### src/rtl/frame_check.sv
// UART receive-frame checker: assembles the data word after the start bit and
// reports parity, stop and break errors per frame with saturating error counters.
module frame_check #(
    parameter int DATA_WIDTH    = 8,
    parameter int STOP_BITS     = 1,
    parameter int ERR_CNT_WIDTH = 8
) (
    input  logic                     clk_based_on_prescale,
    input  logic                     asy_reset,
    input  logic                     frame_start,
    input  logic                     sampled_data,
    input  logic                     sampled_data_valid,
    input  logic                     parity_enable,
    input  logic                     parity_type,
    input  logic                     err_count_clear,
    output logic [DATA_WIDTH-1:0]    rx_data,
    output logic                     frame_done,
    output logic                     parity_error,
    output logic                     stop_error,
    output logic                     break_detect,
    output logic                     busy,
    output logic [ERR_CNT_WIDTH-1:0] parity_err_count,
    output logic [ERR_CNT_WIDTH-1:0] stop_err_count
);

    typedef enum logic [1:0] {IDLE, DATA, PARITY, STOP} state_t;

    localparam logic [3:0]               LAST_DATA = 4'(DATA_WIDTH - 1);
    localparam logic [3:0]               LAST_STOP = 4'(STOP_BITS - 1);
    localparam logic [ERR_CNT_WIDTH-1:0] CNT_MAX   = '1;
    localparam logic [ERR_CNT_WIDTH-1:0] CNT_ONE   = ERR_CNT_WIDTH'(1);

    state_t                state, state_nxt;
    logic [3:0]            bit_cnt;
    logic [DATA_WIDTH-1:0] shift_reg;
    logic                  par_en_q, par_type_q;
    logic                  run_par;
    logic                  par_err_acc;
    logic                  stop_err_acc;
    logic                  zero_acc;
    logic                  first_stop_zero;

    logic frame_end;
    logic par_err_fin, stop_err_fin, brk_fin, fsz;

    // A frame_start in the closing cycle aborts instead of completing.
    assign frame_end    = (state == STOP) && sampled_data_valid && (bit_cnt == LAST_STOP)
                          && !frame_start;
    assign fsz          = (bit_cnt == 4'd0) ? ~sampled_data : first_stop_zero;
    assign par_err_fin  = par_en_q & par_err_acc;
    assign stop_err_fin = stop_err_acc | ~sampled_data;
    assign brk_fin      = zero_acc & fsz;

    always_ff @(posedge clk_based_on_prescale or negedge asy_reset) begin
        if (!asy_reset) state <= IDLE;
        else            state <= state_nxt;
    end

    always_comb begin
        state_nxt = state;
        if (frame_start) begin
            state_nxt = DATA;
        end else if (sampled_data_valid) begin
            case (state)
                DATA:    if (bit_cnt == LAST_DATA) state_nxt = par_en_q ? PARITY : STOP;
                PARITY:  state_nxt = STOP;
                STOP:    if (bit_cnt == LAST_STOP) state_nxt = IDLE;
                default: state_nxt = state;
            endcase
        end
    end

    always_comb begin
        busy = (state != IDLE);
    end

    always_ff @(posedge clk_based_on_prescale or negedge asy_reset) begin
        if (!asy_reset) begin
            bit_cnt <= 4'd0;
        end else if (frame_start || (state_nxt != state)) begin
            bit_cnt <= 4'd0;
        end else if (sampled_data_valid && (state != IDLE)) begin
            bit_cnt <= bit_cnt + 4'd1;
        end
    end

    always_ff @(posedge clk_based_on_prescale or negedge asy_reset) begin
        if (!asy_reset) begin
            shift_reg       <= '0;
            par_en_q        <= 1'b0;
            par_type_q      <= 1'b0;
            run_par         <= 1'b0;
            par_err_acc     <= 1'b0;
            stop_err_acc    <= 1'b0;
            zero_acc        <= 1'b0;
            first_stop_zero <= 1'b0;
        end else if (frame_start) begin
            shift_reg       <= '0;
            par_en_q        <= parity_enable;
            par_type_q      <= parity_type;
            run_par         <= 1'b0;
            par_err_acc     <= 1'b0;
            stop_err_acc    <= 1'b0;
            zero_acc        <= 1'b1;
            first_stop_zero <= 1'b0;
        end else if (sampled_data_valid) begin
            case (state)
                DATA: begin
                    shift_reg <= {sampled_data, shift_reg[DATA_WIDTH-1:1]};
                    run_par   <= run_par ^ sampled_data;
                    zero_acc  <= zero_acc & ~sampled_data;
                end
                PARITY: begin
                    par_err_acc <= sampled_data != (run_par ^ par_type_q);
                    zero_acc    <= zero_acc & ~sampled_data;
                end
                STOP: begin
                    if (bit_cnt == 4'd0) first_stop_zero <= ~sampled_data;
                    if (!sampled_data)   stop_err_acc    <= 1'b1;
                end
                default: ;
            endcase
        end
    end

    // Results are registered from the last stop sample so they line up with frame_done.
    always_ff @(posedge clk_based_on_prescale or negedge asy_reset) begin
        if (!asy_reset) begin
            rx_data      <= '0;
            frame_done   <= 1'b0;
            parity_error <= 1'b0;
            stop_error   <= 1'b0;
            break_detect <= 1'b0;
        end else begin
            frame_done <= frame_end;
            if (frame_start) begin
                parity_error <= 1'b0;
                stop_error   <= 1'b0;
                break_detect <= 1'b0;
            end else if (frame_end) begin
                rx_data      <= shift_reg;
                parity_error <= par_err_fin;
                stop_error   <= stop_err_fin;
                break_detect <= brk_fin;
            end
        end
    end

    always_ff @(posedge clk_based_on_prescale or negedge asy_reset) begin
        if (!asy_reset) begin
            parity_err_count <= '0;
            stop_err_count   <= '0;
        end else if (err_count_clear) begin
            parity_err_count <= '0;
            stop_err_count   <= '0;
        end else if (frame_end) begin
            if (par_err_fin && (parity_err_count != CNT_MAX))
                parity_err_count <= parity_err_count + CNT_ONE;
            if (stop_err_fin && (stop_err_count != CNT_MAX))
                stop_err_count <= stop_err_count + CNT_ONE;
        end
    end

endmodule
### config.mk
export PLATFORM = sky130hd
export DESIGN_NAME = frame_check
export DESIGN_NICKNAME = d
export VERILOG_FILES = /design/src/rtl/frame_check.sv
export SDC_FILE = /design/constraint.sdc
export NUM_CORES = 1
export LEC_CHECK = 0
export CORE_AREA = 3 3 76 78
export CTS_BUF_LIST = sky130_fd_sc_hd__clkbuf_16
export DETAILED_ROUTE_END_ITERATION = 6
export DIE_AREA = 0 0 79 81
export GPL_ROUTABILITY_DRIVEN = 0
export PLACE_DENSITY = 0.7
export REMOVE_ABC_BUFFERS = 1
export SYNTH_ARGS = -nofsm -noshare
export SYNTH_HDL_FRONTEND = slang
export SYNTH_SLANG_ARGS = --single-unit
### constraint.sdc
create_clock -name clk_based_on_prescale -period 7.7 [get_ports clk_based_on_prescale]
set_input_delay 0.77 -clock clk_based_on_prescale [delete_from_list [all_inputs] [get_ports clk_based_on_prescale]]
set_output_delay 0.77 -clock clk_based_on_prescale [all_outputs]
set_load 0.02 [all_outputs]
# After elaboration in Yosys (flattened, before gate mapping)
# Cells that the tools add are included.
[totals]
ff_bits = 49
input_bits = 8
out_inout_bits = 29
elab_cells = 106
[op_classes]
add_sub_neg = 3
n_eq_ne = 9
muxes = 40
n_bitwise = 8
n_reduce_logical = 29
[op_table]
columns = ["op", "count"]
rows = [
  ["$mux W8", 9],
  ["$mux W1", 24],
  ["$reduce_bool A2 Y1", 11],
  ["$add A8 B1 Y8 const B", 2],
  ["$ne A8 B8 Y1 const B", 2],
  ["$reduce_and A2 Y1", 7],
  ["$mux W2", 4],
  ["$mux W4", 2],
  ["$logic_and A1 B1 Y1", 6],
  ["$pmux W2 S3", 1],
  ["$add A4 B1 Y4 const B", 1],
  ["$eq A2 B2 Y1 const B", 2],
  ["$eq A4 B3 Y1 const B", 1],
  ["$logic_not A4 Y1", 1],
  ["$and A1 B1 Y1", 3],
  ["$reduce_and A3 Y1", 1],
  ["$eq A2 B1 Y1 const B", 1],
  ["$ne A2 B2 Y1", 1],
  ["$ne A2 B2 Y1 const B", 1],
  ["$not A1 Y1", 2],
  ["$reduce_or A2 Y1", 1],
  ["$xor A1 B1 Y1", 2],
  ["$logic_not A1 Y1", 1],
  ["$logic_or A1 B1 Y1", 1],
  ["2 further kinds", 2],
]

# Longest topological paths before layout
[logic_depth]
ltp_word = 8
mapped_depth = 8
mapped_depth_nobuf = 6

# Worst setup path before layout
# No wires, ideal clock.
[synth_path]
path_type = "register to register"
startpoint = "reg bit_cnt[0]"
endpoint = "reg stop_err_count[7]"
setup_ns = 0.128
arrival_ns = 2.317
required_ns = 7.572
path_slack_ns = 5.255
stages_incl_launch_ff = 9
n_path_buf = 2
period_less_slack_ns = 2.445
path_cell_list = "dfrtp_1 inv_1 ha_1 or3b_1 buf_6 or4_4 buf_6 nor4_1 mux2_1"
[synth_between]
elab_chain_cells = 5
[synth_rtl]
columns = ["element", "line_no", "rtl"]
rows = [
  ["start: declaration", "34", "logic [3:0] bit_cnt;"],
  ["start signal: assignment", "83", "bit_cnt <= bit_cnt + 4'd1;"],
  ["$logic_not A4 Y1", "47", "assign frame_end = (state == STOP) && sampled_data_valid && (bit_cnt == LAST_STOP)"],
  ["$logic_and A1 B1 Y1", "47", ""],
  ["$logic_and A1 B1 Y1", "48", "&& !frame_start;"],
  ["$reduce_bool A2 Y1 (no line)", "n/a", ""],
  ["$reduce_and A2 Y1 (no line)", "n/a", ""],
  ["end signal: assignment", "160", "stop_err_count <= stop_err_count + CNT_ONE;"],
  ["end: declaration", "23", "output logic [ERR_CNT_WIDTH-1:0] stop_err_count"],
]
# No other way between the ends.
# A chain may end at the register's enable or synchronous reset.

# Worst setup path after layout
[layout_path]
startpoint = "in sampled_data_valid"
endpoint = "reg parity_err_count[5]"
[layout_between]
elab_chain_cells = 5
[layout_rtl]
columns = ["element", "line_no", "rtl"]
rows = [
  ["start: declaration", "12", "input logic sampled_data_valid,"],
  ["$logic_and A1 B1 Y1 (2 in a row)", "47", ""],
  ["$logic_and A1 B1 Y1", "48", ""],
  ["$reduce_bool A2 Y1 (no line)", "n/a", ""],
  ["$reduce_and A2 Y1 (no line)", "n/a", ""],
  ["end signal: assignment", "158", "parity_err_count <= parity_err_count + CNT_ONE;"],
  ["end: declaration", "22", "output logic [ERR_CNT_WIDTH-1:0] parity_err_count,"],
]
# No other way between the ends.

==> out/metrics.cfg <==
[status]
status=finished, final reports clean

[sta]
setup_viol=0
fin_worst_skew_ns=0.00293
max_slew_margin=0.301
totalNegativeSetupSlack_ns=0
slew_violations=0
max_freq_ghz=0.326
fin_crit_ns=3.07
finalHoldViolations=0
fin_crit_sh=0.399
worst_pin_slew_ns=1.05
rsz0062_at_grt=false

[floorplanning]
start_util=0.472
die_h_microns=81
die-area_sq_um=6400
die_x_microns=79
row_count=26
pin_count=37
core-area_sq_um=5140

[clock_tree]
numCtsBuffers=5
clock_sink_count=48
clkTransAtPathRegs_ns=0.06
clock_path_buffers=2
cts_tree=built
postCtsHoldBufs=0
h-tree-depth=2
post_cts_resized=0
cts_setup_buffers=0
clock-root-buffer=clkbuf_16
clk_latency_ns=0.28

[synth]
synth_adder_area_share=0.0413
avgSynthCellArea_sq_um=10.2
synth_edf_count=0
synthSimpleGateAreaFrac=0.208
synth_top_area_cell=dfrtp_1
postSynthCellCount=239
yosys_warnings=0
yosys_most_used_dff=dfrtp_1
netlist_area_sq_um=2430
synth_top_family_by_area=simple AND/OR/NAND/NOR gates
synth_compound_area_frac=0.119
yosys-top-cells-area=dfrtp_1, mux2_2, a21oi_1, ha_1, nand3_1
synth_xor_area_frac=0.0217
async_flop_share=1.00
synth_top_area_frac=0.495
ys_seq_area_frac=0.495
ys_seq_elements=48
muxShareOfSynthArea=0.0737
yosysUniqueCellTypes=44

[place]
port_buffers=36
post_dp_cell_area_sq_um=2810
dp_hpwl_microns=3200

[global_routing]
grt_pass1_wl_microns=8070
grt_overflow=0
grt_usage=0.157
grt_max_degree=49
antenna_found_initial=0
grt_pass1_vias=1728

[critical_path]
crit_start=sampled_data_valid
cp-end-kind=register
worst-r2r-cell-count=6
cp-endpoint=parity_err_count[5]
worstReg2RegStart=bit_cnt[0]
arrival_ns=3.27
crit_path_max_fanout=18
crit_type=input pin to register
r2r_setup_slack_ns=5.08
crit_required_ns=7.89
r2r-end=parity_err_count[5]
cp-start-kind=input pin

[cells_and_area]
design_area_sq_um=2980
antenna_cells=0
finalNetCount=288
nFillCells=477
drive_gt1_frac=0.0916
multi_input_area_sq_um=1120
area_delta_synth_final_pct=22.9
seq_area_sq_um=1200

[drt]
drc_errors=0
drt-pass1-iter-count=4
avgViaCountPerCell=5.51
wl_per_cell_microns=13.6
ant_nets=0
vias=1889
drt_iter0_markers=113
wirelength_microns=4670

[power_and_ir_drop]
vdd_drop_max_mv=0.115
power.leakage_uw=0.00123
powerDensity_nw_per_um2=178

[run]
maxCapViolCount=0

[worst_hold_path]
hold_path.class=register to register

==> area by class of cell <==
cell class | count | area share
well taps | 70 | 0.0294
inverters | 8 | 0.0101
clock inverters | 3 | 0.0143
multi-input cells | 171 | 0.377
clock buffers | 5 | 0.0420
flip-flops and latches | 48 | 0.403
repair buffers | 38 | 0.124
==> worst min path at each step <==
stage / from / end / cells after the start
floorplan: zero_acc / zero_acc / 1
global placement: zero_acc / zero_acc / 1
detailed placement: zero_acc / zero_acc / 1
CTS: zero_acc / zero_acc / 1
global route: zero_acc / zero_acc / 1
finish: zero_acc / zero_acc / 1
==> report_power, final <==
group	internal, uW	switching, uW
clock network	153	90.0
logic	11.0	19.2
registers	256	3.48
==> through the flow <==
stage / hold WS (ns) / total power, uW / utilization / worst slack [ns] / cells
finish: 0.486 / 532 / 0.580 / 4.63 / 343
global route: 0.518 / 556 / 0.580 / 4.46 / 343
CTS: 0.490 / 540 / 0.580 / 4.65 / 343
detailed placement: 0.471 / 295 / 0.547 / 4.35 / 335
global placement: 0.470 / 294 / 0.547 / 4.39 / 335
floorplan: 0.450 / 277 / - / 5.15 / 227
==> cells in the final DEF (no fill, tap or decap), types with 2 or more instances in the layout <==
cell	count
and3_1	2
clkdlybuf4s50_1	35
nor2b_1	6
o41ai_1	2
o21ai_0	6
mux2_1	3
o31ai_1	3
nand4_1	6
a311oi_1	2
nand3_1	17
nor4_1	3
or4_1	6
dfrtp_1	48
inv_1	8
ha_1	8
a31oi_1	2
xor2_1	3
nand2_1	20
clkbuf_16	5
nor2_1	15
nor3_1	8
a211oi_1	2
a21oi_1	22
xnor2_1	3
mux2_2	12
or3b_1	2
buf_4	2
nand2b_1	3
a221oi_1	2
==> Yosys cell counts (2+ instances only) <==
| cell type | n |
|---|---|
| a31oi_1 | 2 |
| clkbuf_1 | 5 |
| o41ai_1 | 2 |
| or4_1 | 6 |
| or3b_1 | 2 |
| nand2b_1 | 3 |
| buf_6 | 2 |
| nor4_1 | 3 |
| buf_2 | 3 |
| a221oi_1 | 2 |
| nand4_1 | 6 |
| ha_1 | 8 |
| xnor2_1 | 3 |
| a311oi_1 | 2 |
| and3_1 | 2 |
| nor2b_1 | 6 |
| nor2_1 | 15 |
| nand3_1 | 17 |
| nand2_1 | 20 |
| a21oi_1 | 22 |
| mux2_2 | 12 |
| mux2_1 | 3 |
| inv_1 | 8 |
| o31ai_1 | 3 |
| o21ai_0 | 6 |
| xor2_1 | 3 |
| a211oi_1 | 2 |
| dfrtp_1 | 48 |
| nor3_1 | 8 |
==> worst max-delay path: stages <==
cell and delay [ns]:
clkdlybuf4s50_1 0.84, nand2_1 0.27, or4_1 0.68, or4_1 0.54, a21oi_1 0.15
==> cell families (layout without fill, tap and decap cells) <==
kind of cell,Yosys count,count (layout)
DFF,48,48
buffers and inverters,20,54
muxes,16,16
AOI/OAI and AO/OA,46,46
and+or+nand+nor,95,95
xor gates and xnor gates,6,6
adders and majority gates,8,8
==> routing by layer <==
layer | vias up | wire (microns) | track usage
met5 | - | 0 | 0
met4 | 0 | 40 | 0.0464
met3 | 5 | 173 | 0.0288
met2 | 37 | 2130 | 0.251
met1 | 907 | 2320 | 0.219
li1 | 940 | - | -
No activity file was read; power rests on OpenSTA's default activity.
